--- src/rtl/branch_controller.sv ---
// Decode-stage conditional-branch resolver: stalls decode until operands are final, evaluates the
// condition, and hands a registered redirect to fetch. Optional macro BRANCH_DELAY_SLOT_EN keeps the IF instruction.
module branch_controller (
    input  logic        clock,
    input  logic        reset,
    input  logic        branch_valid,
    input  logic [1:0]  branch_type,
    input  logic        operands_ready,
    input  logic [31:0] rs_value,
    input  logic [31:0] rt_value,
    input  logic [31:0] branch_immediate,
    input  logic [31:0] pc_plus_four,
    input  logic        fetch_ready,
    output logic        stall_decode,
    output logic        redirect_valid,
    output logic [31:0] redirect_address,
    output logic        flush_fetch,
    output logic [15:0] branch_count,
    output logic [15:0] taken_count
);
    typedef enum logic [1:0] {IDLE, WAIT_OPS, REDIRECT} state_t;

    state_t      state, state_next;
    logic        eval;
    logic        taken;
    logic [31:0] target;

    always_comb begin
        taken = 1'b0;
        case (branch_type)
            2'b00: taken = (rs_value == rt_value);
            2'b01: taken = (rs_value != rt_value);
            2'b10: taken = ($signed(rs_value) <= 0);
            2'b11: taken = ($signed(rs_value) > 0);
            default: taken = 1'b0;
        endcase
    end

    assign target = pc_plus_four + {branch_immediate[29:0], 2'b00};
    assign eval   = operands_ready &
                    (((state == IDLE) & branch_valid) | (state == WAIT_OPS));

    always_comb begin
        state_next   = state;
        stall_decode = 1'b0;
        case (state)
            IDLE: begin
                if (branch_valid & !operands_ready) begin
                    state_next   = WAIT_OPS;
                    stall_decode = 1'b1;
                end else if (eval & taken) begin
                    state_next = REDIRECT;
                end
            end
            WAIT_OPS: begin
                // branch_valid is not consulted: decode is frozen on the branch.
                if (!operands_ready) stall_decode = 1'b1;
                else                 state_next   = taken ? REDIRECT : IDLE;
            end
            REDIRECT: begin
                stall_decode = 1'b1;
                if (fetch_ready) state_next = IDLE;
            end
            default: state_next = IDLE;
        endcase
    end

    always_ff @(posedge clock) begin
        if (reset) begin
            state            <= IDLE;
            redirect_address <= '0;
            branch_count     <= '0;
            taken_count      <= '0;
        end else begin
            state <= state_next;
            if (eval & taken) redirect_address <= target;
            if (eval & (branch_count != 16'hFFFF)) branch_count <= branch_count + 16'd1;
            if (eval & taken & (taken_count != 16'hFFFF)) taken_count <= taken_count + 16'd1;
        end
    end

    assign redirect_valid = (state == REDIRECT);

`ifdef BRANCH_DELAY_SLOT_EN
    assign flush_fetch = 1'b0;
`else
    assign flush_fetch = redirect_valid & fetch_ready;
`endif

endmodule

--- config.mk ---
export PLATFORM = sky130hd
export DESIGN_NAME = branch_controller
export DESIGN_NICKNAME = d
export VERILOG_FILES = /design/src/rtl/branch_controller.sv
export SDC_FILE = /design/constraint.sdc
export NUM_CORES = 1
export LEC_CHECK = 0
export ABC_AREA = 0
export BUFFER_PORTS_ARGS = -buffer_cell sky130_fd_sc_hd__buf_4
export CAP_MARGIN = 20
export CORE_MARGIN = 2
export CORE_UTILIZATION = 49
export CTS_CLUSTER_SIZE = 12
export DETAILED_ROUTE_END_ITERATION = 8
export GPL_TIMING_DRIVEN = 0
export PLACE_DENSITY_LB_ADDON = 0.08
export SLEW_MARGIN = 40
export SYNTH_ARGS = -nofsm -noshare
export SYNTH_HDL_FRONTEND = slang
export SYNTH_SLANG_ARGS = --single-unit
--- constraint.sdc ---
create_clock -name clock -period 3.6 [get_ports clock]
set_input_delay 0.54 -clock clock [delete_from_list [all_inputs] [get_ports clock]]
set_output_delay 0.54 -clock clock [all_outputs]
set_load 0.005 [all_outputs]
==> reports/summary.txt <==
run status = finished clean
placed cell area = 6307 um^2
CTS tree = built
max-slew violation count = 0
drt wl/cell = 14.71 um
Post-CTS Hold Buffers = 0
hold crit path type = primary input to register
ys flop type = dfxtp_1
Design Power = 2.129 mW
switching share of power = 28.21%
Layout Area Growth over Synthesis = 40.52%
critical path launch point = branch_immediate[0]
VDD IR-drop max = 0.0002300 V
Worst slew margin = 60.87%
setup TNS = 0 ns
Final Hold Fails = 0
syn_area_per_cell = 8.487 um^2
remaining antenna violation count = 0
logic gate share of total power = 28.0%
CP cell instances = buf_4, ha_1, fa_1, a211oi_1, o211ai_1, nand3_1, and3_1, a21oi_2, a21o_1, a211o_1, a32o_1
final instance area = 6548 um^2
Clk pwr share = 35.6%
CTS sink count = 66
CTS Buf Count = 9
critical path's largest stage delay = 0.43 ns
n_diodes = 0
Routability Congestion = 0.9307
grt ovf = 0
router iterations before antenna repair = 5
worst path required time = 3.83 ns
post-layout min period = 2.886 ns
switching pwr = 600.7 uW
clock latency at the later pin of the worst-skew pair = 0.34 ns
Worst Path Buf+Inv = 1
Internal Pwr Total = 1.529 mW
CP Capture Type = register
postcts setup bufs = 0
CTS clk-pin slew, worst paths = 0.08 ns
io pins = 202
largest net degree at the start of global routing = 13
initial antenna violation count = 0
Register Area = 1321 um^2
Crit path arrival time = 3.12 ns
fill count = 753
leakage = 2.885 nW
die width = 101.5 um
post-synthesis sequential area ratio = 28.36%
Tcrit/Tclk final = 80.17%
number of synthesized flops with an enable pin = 0
Core Area = 9240 um^2
number of vias per cell = 5.416
Initial Util = 50.43%
commonest non-fill, non-tap cell in the layout = buf_4
critical path startpoint category = primary input
Resized Gates After CTS = 0
Reg power frac = 36.4%
Final #Nets = 925
worst hold start = operands_ready
maximum clock frequency = 346.5 MHz
P per Cell Area = 325.2 nW/um^2
Syn. warnings = 0
Mapped Cells = 549
clk_skew = 0.01167 ns
# port buffers = 198
clock root buffer = clkbuf_8
pre-CTS worst setup slack = 0.4426 ns
number of DRC markers in iteration 0 = 106
FP Rows = 35
Slew @ Worst Pin = 0.5870 ns
Worst Setup Path Type = primary input to register
htree depth = 3
RSZ-0062 raised after global routing = no
most frequent cells in the layout = buf_4 (201), dfxtp_1 (66), nor2_1 (65)
layout cells sized above 1 = 31.32%
Total GRT Usage = 24.97%
reg2reg start = taken_count[6]$_SDFFE_PP0P_
vias in the first global route = 4556
Max clock buf depth = 2
crit-path max FO = 5
crit-path leading delay family = compound AO/OA/AOI/OAI gates
Mapped Nets = 716
DRC errors left = 0
slowest cell on the critical path = fa_1
synthesis-stage register bit count = 66
Die H = 101.5 um
die area = 10310 um^2
asr flop ratio synth = 0%
Post-Route WL = 13120 um
footprint of the multi-input gates = 3234 um^2
maxcap violations = 0
total number of vias = 4831
first-pass GRT wire length = 20870 um
final worst setup slack = 0.7139 ns
Synth Cell Area = 4659 um^2
dpl hpwl = 10520 um
Finish-stage setup viols = 0
Netlist cell types = 51
## worst register-to-register path, stage by stage (launching register included)
cell and delay, ns:
dfxtp_1 0.42, and2_1 0.23, and3_1 0.22, and3_1 0.21
and3_1 0.18, nor2b_1 0.27, clkbuf_1 0.36, nand4b_1 0.18
mux2_2 0.33
## through the flow
| step | hold slack, ns | utilization, % | instances |
|---|---|---|---|
| after floorplan | 0.4599 | - | 549 |
| after global placement | 0.4574 | 68.26 | 876 |
| after detailed placement | 0.4622 | 68.26 | 876 |
| after CTS | 0.3861 | 70.86 | 892 |
| after global routing | 0.3956 | 70.86 | 892 |
| final | 0.4012 | 70.86 | 892 |
## registers in the layout (all words and copies together) (netlist names)
register / flops
branch_count: 16
redirect_address: 32
state: 2
taken_count: 16
## cell families (layout without fill, tap and decap cells)
logic type	after synthesis	count (layout)	share of synthesized area, %
fa+ha+maj	32	32	8.754
buf+inv	24	238	2.229
simple gates	208	208	22.85
compound gates	110	110	16.17
flops	66	66	28.36
xor+xnor	76	76	14.29
mux	33	33	7.358
## synthesized netlist by cell type (2+ instances only)
cell | n | area, um^2
dfxtp_1 | 66 | 1321
nor2_1 | 65 | 244.0
xnor2_1 | 51 | 446.7
a21oi_1 | 31 | 155.2
ha_1 | 31 | 387.9
nand3_1 | 25 | 125.1
xor2_1 | 25 | 219.0
mux2i_1 | 23 | 230.2
nand2_1 | 21 | 78.83
nand4_1 | 20 | 125.1
o21ai_0 | 19 | 95.09
nor2b_1 | 15 | 93.84
nor3_1 | 13 | 65.06
a21o_1 | 12 | 90.09
nor4_1 | 11 | 68.82
a211oi_1 | 10 | 75.07
and2_1 | 10 | 62.56
clkbuf_1 | 10 | 37.54
mux2_2 | 10 | 112.6
and3_1 | 8 | 50.05
inv_1 | 8 | 30.03
a22o_1 | 7 | 61.31
o21bai_1 | 6 | 45.04
and4_1 | 5 | 43.79
o211ai_1 | 5 | 37.54
buf_4 | 3 | 22.52
nor3b_1 | 3 | 22.52
o31ai_1 | 3 | 22.52
or2_2 | 3 | 18.77
a21boi_0 | 2 | 15.01
a221oi_1 | 2 | 17.52
a31o_2 | 2 | 17.52
a31oi_1 | 2 | 12.51
buf_2 | 2 | 10.01
nand2b_1 | 2 | 12.51
nand4b_1 | 2 | 17.52
or3_1 | 2 | 12.51
## metal layers
layer  GRT usage (%)  wire length, um  up-vias
met2           43.83             6408      177
met3           4.072              738       23
met5               0                0        -
met1           31.07             5703     2205
li1                -                -     2426
met4           8.212              272        0
## path summary, 6_finish.rpt
check | to | slack, ns | cells past startpoint
worst max-delay path | redirect_address[26]$_SDFFE_PP0P_ | 0.71 | 11
worst min-delay path | state[0]$_SDFFE_PP0P_ | 0.40 | 2
worst max register to register | taken_count[11]$_SDFFE_PP0P_ | 1.11 | 8
worst min register to register | redirect_address[26]$_SDFFE_PP0P_ | 0.48 | 1
## area by class of cell
class                   count  area share, %
repair buffers            198          22.70
clock buffers               9          1.892
well taps                 129          2.465
plain buffers              16          1.127
multi-input cells         459          49.40
inverters                   8         0.4586
flip-flops and latches     66          20.18
clock inverters             7          1.777
## power by group through the flow
| stage | registers [mW] | logic (mW) | clock network [mW] |
|---|---|---|---|
| 4_1_cts | 0.776 | 0.594 | 0.773 |
| 3_5_place_dp | 0.792 | 0.591 | 0 |
| 2_1_floorplan | 0.791 | 0.346 | 0 |
| 5_1_grt | 0.779 | 0.655 | 0.798 |
| 6_report | 0.776 | 0.596 | 0.758 |
| 3_3_place_gp | 0.791 | 0.577 | 0 |
(Power assumes the default switching activity.)
